<file path="config.mk">
export PLATFORM = sky130hd
export DESIGN_NAME = alu_issue_ctrl
export DESIGN_NICKNAME = d
export VERILOG_FILES = /design/src/rtl/alu_issue_ctrl_pkg.sv /design/src/rtl/alu_issue_ctrl_decode.sv /design/src/rtl/alu_issue_ctrl.sv
export SDC_FILE = /design/constraint.sdc
export NUM_CORES = 1
export LEC_CHECK = 0
export ABC_AREA = 1
export CAP_MARGIN = 10
export CORE_MARGIN = 5
export CORE_UTILIZATION = 43
export DETAILED_ROUTE_END_ITERATION = 10
export HOLD_SLACK_MARGIN = 0.08
export PLACE_DENSITY = 0.78
export SYNTH_ARGS = -nofsm -noshare
export SYNTH_HDL_FRONTEND = slang
export SYNTH_SLANG_ARGS = --single-unit
</file>
<file path="constraint.sdc">
create_clock -name clk -period 1.9 [get_ports clk]
set_input_delay 0.285 -clock clk [delete_from_list [all_inputs] [get_ports clk]]
set_output_delay 0.285 -clock clk [all_outputs]
set_load 0.05 [all_outputs]
</file>
<file path="src/rtl/alu_issue_ctrl_pkg.sv">
// Shared constants for the ALU issue controller: ALU op codes, instruction
// opcodes, FSM state encoding and the immediate sign-extension helper.
package alu_issue_ctrl_pkg;

  localparam logic [2:0] ALU_AND = 3'd0;
  localparam logic [2:0] ALU_ADD = 3'd1;
  localparam logic [2:0] ALU_SUB = 3'd2;

  localparam logic [3:0] OP_AND  = 4'd0;
  localparam logic [3:0] OP_ADD  = 4'd1;
  localparam logic [3:0] OP_SUB  = 4'd2;
  localparam logic [3:0] OP_ADDI = 4'd3;
  localparam logic [3:0] OP_ANDI = 4'd4;

  typedef enum logic [1:0] {
    ST_IDLE  = 2'd0,
    ST_ISSUE = 2'd1,
    ST_WAIT  = 2'd2,
    ST_RESP  = 2'd3
  } state_e;

  function automatic logic [15:0] sext_imm5(input logic [4:0] imm);
    return {{11{imm[4]}}, imm};
  endfunction

endpackage

</file>
<file path="src/rtl/alu_issue_ctrl_decode.sv">
// Combinational opcode decoder: ALU operation, immediate-operand select and
// illegal-opcode flag.
module alu_op_decode
  import alu_issue_ctrl_pkg::*;
(
  input  logic [3:0] opcode_i,
  output logic [2:0] alu_op_o,
  output logic       imm_sel_o,
  output logic       illegal_o
);

  // Opcode to ALU control
  always_comb begin
    alu_op_o  = ALU_AND;
    imm_sel_o = 1'b0;
    illegal_o = 1'b0;
    case (opcode_i)
      OP_AND:  alu_op_o = ALU_AND;
      OP_ADD:  alu_op_o = ALU_ADD;
      OP_SUB:  alu_op_o = ALU_SUB;
      OP_ADDI: begin
        alu_op_o  = ALU_ADD;
        imm_sel_o = 1'b1;
      end
      OP_ANDI: begin
        alu_op_o  = ALU_AND;
        imm_sel_o = 1'b1;
      end
      default: illegal_o = 1'b1;
    endcase
  end

endmodule

</file>
<file path="src/rtl/alu_issue_ctrl.sv">
// Issue controller: accepts one request, drives an external ALU for a fixed
// settle time, captures the result and flags, and holds the response.
module alu_issue_ctrl
  import alu_issue_ctrl_pkg::*;
#(
  parameter int SETTLE_CYCLES = 2
) (
  input  logic        clk,
  input  logic        reset,
  input  logic        req_valid,
  output logic        req_ready,
  input  logic [3:0]  req_opcode,
  input  logic [15:0] req_a,
  input  logic [15:0] req_b,
  input  logic [4:0]  req_imm,
  output logic [15:0] alu_a,
  output logic [15:0] alu_b,
  output logic [2:0]  alu_op,
  output logic        alu_en,
  input  logic [15:0] alu_result,
  input  logic        alu_zero,
  input  logic        alu_neg,
  output logic        rsp_valid,
  input  logic        rsp_ready,
  output logic [15:0] rsp_data,
  output logic        rsp_err,
  output logic        flag_z,
  output logic        flag_n
);

  localparam logic [3:0] SETTLE_LOAD = 4'(SETTLE_CYCLES);

  state_e      state_q, state_d;
  logic [3:0]  cnt_q, cnt_d;
  logic [15:0] a_q, a_d;
  logic [15:0] b_q, b_d;
  logic [2:0]  op_q, op_d;
  logic [15:0] rsp_data_q, rsp_data_d;
  logic        rsp_err_q, rsp_err_d;
  logic        flag_z_q, flag_z_d;
  logic        flag_n_q, flag_n_d;

  logic [2:0]  dec_op_s;
  logic        dec_imm_sel_s;
  logic        dec_illegal_s;
  logic        drive_alu_s;

  alu_op_decode u_decode (
    .opcode_i  (req_opcode),
    .alu_op_o  (dec_op_s),
    .imm_sel_o (dec_imm_sel_s),
    .illegal_o (dec_illegal_s)
  );

  // Next-state and datapath capture
  always_comb begin
    state_d    = state_q;
    cnt_d      = cnt_q;
    a_d        = a_q;
    b_d        = b_q;
    op_d       = op_q;
    rsp_data_d = rsp_data_q;
    rsp_err_d  = rsp_err_q;
    flag_z_d   = flag_z_q;
    flag_n_d   = flag_n_q;
    case (state_q)
      ST_IDLE: begin
        if (req_valid) begin
          a_d  = req_a;
          b_d  = dec_imm_sel_s ? sext_imm5(req_imm) : req_b;
          op_d = dec_op_s;
          if (dec_illegal_s) begin
            // Illegal opcodes bypass the ALU entirely
            state_d    = ST_RESP;
            rsp_err_d  = 1'b1;
            rsp_data_d = 16'h0000;
          end else begin
            state_d   = ST_ISSUE;
            rsp_err_d = 1'b0;
          end
        end else begin
          state_d = ST_IDLE;
        end
      end
      ST_ISSUE: begin
        state_d = ST_WAIT;
        cnt_d   = SETTLE_LOAD;
      end
      ST_WAIT: begin
        if (cnt_q <= 4'd1) begin
          state_d    = ST_RESP;
          cnt_d      = 4'd0;
          rsp_data_d = alu_result;
          flag_z_d   = alu_zero;
          flag_n_d   = alu_neg;
        end else begin
          cnt_d = cnt_q - 4'd1;
        end
      end
      ST_RESP: begin
        if (rsp_ready) begin
          state_d = ST_IDLE;
        end else begin
          state_d = ST_RESP;
        end
      end
      default: state_d = ST_IDLE;
    endcase
  end

  // State and datapath registers
  always_ff @(posedge clk) begin
    if (reset) begin
      state_q    <= ST_IDLE;
      cnt_q      <= 4'd0;
      a_q        <= 16'h0000;
      b_q        <= 16'h0000;
      op_q       <= 3'd0;
      rsp_data_q <= 16'h0000;
      rsp_err_q  <= 1'b0;
      flag_z_q   <= 1'b0;
      flag_n_q   <= 1'b0;
    end else begin
      state_q    <= state_d;
      cnt_q      <= cnt_d;
      a_q        <= a_d;
      b_q        <= b_d;
      op_q       <= op_d;
      rsp_data_q <= rsp_data_d;
      rsp_err_q  <= rsp_err_d;
      flag_z_q   <= flag_z_d;
      flag_n_q   <= flag_n_d;
    end
  end

  assign drive_alu_s = (state_q == ST_ISSUE) || (state_q == ST_WAIT);

  assign req_ready = (state_q == ST_IDLE);
  assign alu_en    = (state_q == ST_WAIT);
  assign alu_a     = drive_alu_s ? a_q  : 16'h0000;
  assign alu_b     = drive_alu_s ? b_q  : 16'h0000;
  assign alu_op    = drive_alu_s ? op_q : 3'd0;
  assign rsp_valid = (state_q == ST_RESP);
  assign rsp_data  = rsp_data_q;
  assign rsp_err   = rsp_err_q;
  assign flag_z    = flag_z_q;
  assign flag_n    = flag_n_q;

endmodule

</file>
Yosys cells after proc, flatten, opt, wreduce, memory -nomap -nowiden

Cells that the tools add are included.

Register bits: 60
Bits in latches: 0
Bits in writable memories: 0
Bits in read-only memories: 0
Bits of input ports: 63
Output and inout bits: 57
Memories: 0

$add $sub $neg: 1
Multipliers: 0
Div/mod/pow operators: 0
Magnitude comparators: 1
Equality and inequality tests: 10
Shifts and indexed selects: 0
Multiplexer cells: 18
Bitwise logic cells: 0
Reductions and logical operators: 11

Operators by type and width:

| kind                                                | count |
|---|---|
| two-way mux 16 bit                                  | 6 |
| case mux 16 bit (2 select lines)                    | 1 |
| equality test 4 x 2 -> 1 bit, second input constant | 2 |
| two-way mux 2 bit                                   | 4 |
| case mux 2 bit (4 select lines)                     | 1 |
| case mux 4 bit (2 select lines)                     | 1 |
| OR reduction 5 bit                                  | 1 |
| equality test 2 bit, second input constant          | 2 |
| equality test 4 x 1 -> 1 bit, second input constant | 1 |
| equality test 4 x 3 -> 1 bit, second input constant | 1 |
| <= comparator 4 x 1 -> 1 bit, second input constant | 1 |
| logical NOT 4 bit                                   | 1 |
| two-way mux 4 bit                                   | 1 |
| != test 2 bit, second input constant                | 2 |
| case mux 2 bit (2 select lines)                     | 1 |
| AND reduction 2 bit                                 | 2 |
| AND reduction 4 bit                                 | 1 |
| nonzero test 2 bit                                  | 2 |
| OR reduction 2 bit                                  | 2 |
| subtractor 4 x 1 -> 4 bit, second input constant    | 1 |
| two-way mux 3 bit                                   | 1 |
| equality test 2 x 1 -> 1 bit, second input constant | 1 |
| logical NOT 2 bit                                   | 1 |
| two-way mux 1 bit                                   | 2 |
| 2 further kinds                                     | 2 |

Depth between registers and ports, before layout

Depth after elaboration: 5
Gate-level depth with buffers: 11
Gate-level depth less buffers: 10

Cells and area by module

From an unflattened synthesis, not the netlist that was laid out.

Cell total of the unflattened synthesis: 464
Area total of the unflattened synthesis: 2947.8 sq um

By module, submodules not included:

| module         | times used | cells each | area each (sq um) | sequential area each (sq um) |
|---|---|---|---|---|
| alu_issue_ctrl | 1          | 447        | 2874.0            | 1201.2 |
| alu_op_decode  | 1          | 17         | 73.8              | 0.0 |

Least setup slack after synthesis

Ideal clock, no wire load.

Path type: reg2out
From: reg state_q[0]
To: out alu_b[10]
Data arrival time: 1.670 ns
Data required time: 1.615 ns
Setup slack: -0.055 ns
Cell stages (with the launch flop): 7
Path buffers: 2
Path through: dfxtp_1 > inv_1 > ha_1 > clkbuf_1 > buf_1 > nand2_1 > inv_1

Cells in the longest elaborated chain, start to end: 3
Elaborated cells on any way between the ends: 4
Those cells by class: eq/ne (2); mux (1); reduce/logical (1)

Ends and longest elaborated chain:

| what                                                                       | RTL line              | text |
|---|---|---|
| start: declaration                                                         | alu_issue_ctrl.sv:33  | `state_e state_q, state_d;` |
| start signal: assignment                                                   | alu_issue_ctrl.sv:124 | `state_q <= state_d;` |
| equality test 2 x 1 -> 1 bit / equality test 2 bit (equally long branches) | alu_issue_ctrl.sv:136 | `assign drive_alu_s = (state_q == ST_ISSUE) \|\| (state_q == ST_WAIT);` |
| logical OR 1 bit (*)                                                       | alu_issue_ctrl.sv:136 |  |
| two-way mux 16 bit (*)                                                     | alu_issue_ctrl.sv:141 | `assign alu_b = drive_alu_s ? b_q : 16'h0000;` |
| end: declaration                                                           | alu_issue_ctrl.sv:17  | `output logic [15:0] alu_b,` |

Mark *: on every way between the ends. The rest lies on a longest branch, timed or not.

Worst setup path in the final report

From: reg state_q[0]
To: out alu_a[10]

Cells in the longest elaborated chain, start to end: 3
Elaborated cells on any way between the ends: 4
Those cells by class: eq/ne (2); mux (1); reduce/logical (1)

Ends and longest elaborated chain:

| what                                                                       | RTL line              | text |
|---|---|---|
| equality test 2 x 1 -> 1 bit / equality test 2 bit (equally long branches) | alu_issue_ctrl.sv:136 |  |
| logical OR 1 bit (*)                                                       | alu_issue_ctrl.sv:136 |  |
| two-way mux 16 bit (*)                                                     | alu_issue_ctrl.sv:140 | `assign alu_a = drive_alu_s ? a_q : 16'h0000;` |
| end: declaration                                                           | alu_issue_ctrl.sv:16  | `output logic [15:0] alu_a,` |

Marked as above.

==> run_results.csv <==
group,metric,value,unit
outcome,status,"completed",
timing,final_hold_viol_count,0,
critical_path,path_class,"flip-flop to output port",
yosys,ys_types,26,
drt,wire_per_inst,12.6,um
finish,layout_common_cells,"116 x nor2_1, 96 x nand2_1, 81 x clkdlybuf4s50_1",
drt,ant_nets,0,
yosys,synth_area_per_cell,6.22,sq um
drt,firstDrtPassIters,4,
yosys,synth-edff-count,0,
finish,nFillCells,522,
yosys,yosysWarnings,0,
clock_network,post_cts_buffers,0,
timing,maxSlewHeadroom,63.4,%
critical_path,crit_required,1.62,ns
clock_network,htree_levels,3,
critical_path,crit_path_max_fanout,22,
finish,syn_to_final_growth,69.9,%
clock_network,cts.path.max_buffers,2,
yosys,synthSimpleGateAreaFrac,33.3,%
critical_path,critPathLaunch,"state_q[0]",
finish,fin_area,4980,sq um
timing,fin_skew,0.00731,ns
place,dpl.cell_count,659,
drt,drcViolationCount,0,
timing,tightest_slew,0.547,ns
timing,period_share,97.6,%
critical_path,worstSetupStartpointType,"flip-flop",
critical_path,path_buf_inv,4,
critical_path,worstPathArrival,1.57,ns
place,gp_congestion,0.793,
global_route,grt_overflow,0,
floorplanning,core,6720,sq um
pwr,power.total,8.42,mW
global_route,antenna_found_initial,0,
drt,num_vias,3157,
critical_path,timing.rr.start,"state_q[0]",
timing,rsz0062_at_grt,"yes",
pwr,power.density,1690,nW/um^2
critical_path,max_stage_delay,0.37,ns
finish,antenna_cells,0,
yosys,syn_inst,471,
floorplanning,die_width,92.6,um
critical_path,setup.worst_path.end,"alu_a[10]",
floorplanning,initial_core_util,43.6,%
critical_path,crit_cells,6,
yosys,yosysSeqAreaShare,40.3,%
finish,drive_above_1_share,19.2,%
timing,fmax,539,MHz
critical_path,cp_top_family,"buffers and inverters",
critical_path,cp_slowest_cell,"dfxtp_4",
yosys,muxShareOfSynthArea,0,%
finish,final_common_cell,"nor2_1",
floorplanning,rows,30,
critical_path,cp_cell_sequence,"inv_2, ha_4, buf_12, nand2_1, clkinvlp_4, buf_12",
drt,routed_wl,8510,um
yosys,async_flop_share,0,%
yosys,synth_fa_ha_area_share,2.99,%
yosys,ys_ff_latch,59,
pwr,ir_worst_vdd,0.00104,V
yosys,synth_compound_area_share,7.64,%
clock_network,cts_tree,"yes",
drt,vias_per_cell,4.68,
clock_network,path_clk_slew,0.06,ns
yosys,synth_flop_cell,"dfxtp_1",
timing,setup_viol,0,
clock_network,root_buffer,"clkbuf_8",
drt,dr.first_iter.drc_count,146,
clock_network,postCtsHoldBufs,0,
yosys,syn-num-nets,541,
timing,drv_slew,0,
critical_path,cp_common_cell,"buf_12",
place,dpl.hpwl,6470,um
run,drv_cap,0,
critical_path,crit_path_end_kind,"output port",
clock_network,insertion_delay,0.33,ns
clock_network,cts_made_buffers,9,
global_route,grt_max_degree,38,
yosys,synth_xor_area_share,0.598,%
place,port-buffer-count,118,
yosys,netlist_area,2930,sq um
timing,fin_crit,1.85,ns
floorplanning,die_area,8570,sq um
critical_path,rrSetupSlack,0.16,ns
pwr,power_leakage,2.21,nW
critical_path,worst-r2r-cell-count,8,
global_route,grt_use_total,20.6,%
finish,final_util,74.1,%
place,placed_cell_area,4690,sq um
floorplanning,fp.dieH,92.6,um
global_route,grt_pass1_wl,14200,um
finish,final_nets,660,
yosys,synth_top_family_by_area,"simple AND/OR/NAND/NOR gates",
worst_hold_path,hp-class,"flip-flop to flip-flop",
critical_path,r2r_end,"b_q[13]",
floorplanning,ios,120,
finish,layout.cells.non_filler,675,
clock_network,clkSinkCount,59,
global_route,grt_pass1_vias,3093,
==> cell families (layout without fill, tap and decap cells) <==
kind of cell	Yosys count	after routing
AND/OR/NAND/NOR	247	247
buffers and inverters	112	236
flip-flops	59	59
AO/OA/AOI/OAI	43	43
adder cells (fa/ha/maj)	7	7
XOR/XNOR	2	2
other	1	1
==> synth_stat cells, drive strengths merged (2+ instances only) <==
| cell type | instances | area (sq um) |
|---|---|---|
| nor2 | 116 | 435 |
| nand2 | 103 | 389 |
| inv | 87 | 327 |
| dfxtp | 59 | 1180 |
| o21ai | 33 | 165 |
| nand3 | 23 | 120 |
| clkbuf | 13 | 48.8 |
| buf | 11 | 61.3 |
| a21oi | 7 | 38.8 |
| ha | 7 | 87.6 |
| a31oi | 2 | 12.5 |
| or2 | 2 | 12.5 |
==> registers in the layout, summed over array words and instances (netlist names) <==
signal    flops
a_q          16
b_q          16
cnt_q         4
flag_n        1
flag_z        1
op_q          2
rsp_data     16
rsp_err       1
state_q       2
==> layout make-up <==
cell class                 count  area [sq um]  area share [%]
clock buffer                  12           155            3.12
inverter                      88           443            8.89
clock inverter                 4          72.6            1.46
tap                           80           100            2.01
multi-input combinational    300          1340            26.9
timing repair buffer         132          1680            33.8
sequential                    59          1190            23.9
==> power breakdown <==
group | switching, mW | total [mW] | internal (mW)
combinational | 3.16 | 5.20 | 2.04
sequential | 0.252 | 1.93 | 1.68
clock | 0.486 | 1.29 | 0.808
==> worst min-delay path: stages, from the launching register on <==
cell and delay, ns:
dfxtp_1 0.31, nand2_1 0.06, a21oi_1 0.05
==> how the worst min path moves through the flow <==
stage | endpoint | cells past startpoint | from | slack (ns)
after floorplan | op_q[0] | 2 | req_opcode[0] | 0.43
after global placement | flag_n | 2 | flag_n | 0.45
after detailed placement | flag_z | 2 | flag_z | 0.46
after CTS | flag_z | 2 | flag_z | 0.47
after global routing | flag_z | 2 | flag_z | 0.50
final | flag_z | 2 | flag_z | 0.47
==> metrics by stage <==
step           setup WS (ns)  TNS [ns]  hold slack, ns
2_1_floorplan       -0.00357   -0.0714           0.428
3_3_place_gp           0.122         0           0.448
3_5_place_dp          0.0684         0           0.455
4_1_cts              0.00719         0           0.466
5_1_grt             -0.00790   -0.0262           0.499
6_report              0.0450         0           0.468
==> timing repair <==
action                                  in CTS  in global routing
endpoints found under the hold margin        0                  0
resized for setup                           12                  8
endpoints found under the setup margin      35                 36
==> per-layer routing <==
| layer | vias up | GRT usage (%) | part of all wire, % |
|---|---|---|---|
| li1 | 1620 | - | - |
| met1 | 1426 | 24.1 | 41 |
| met2 | 95 | 35.5 | 50 |
| met3 | 16 | 6.09 | 6.9 |
| met4 | 0 | 7.43 | 1.9 |
| met5 | - | 0 | 0 |
Power figures use the tool's default switching activity.
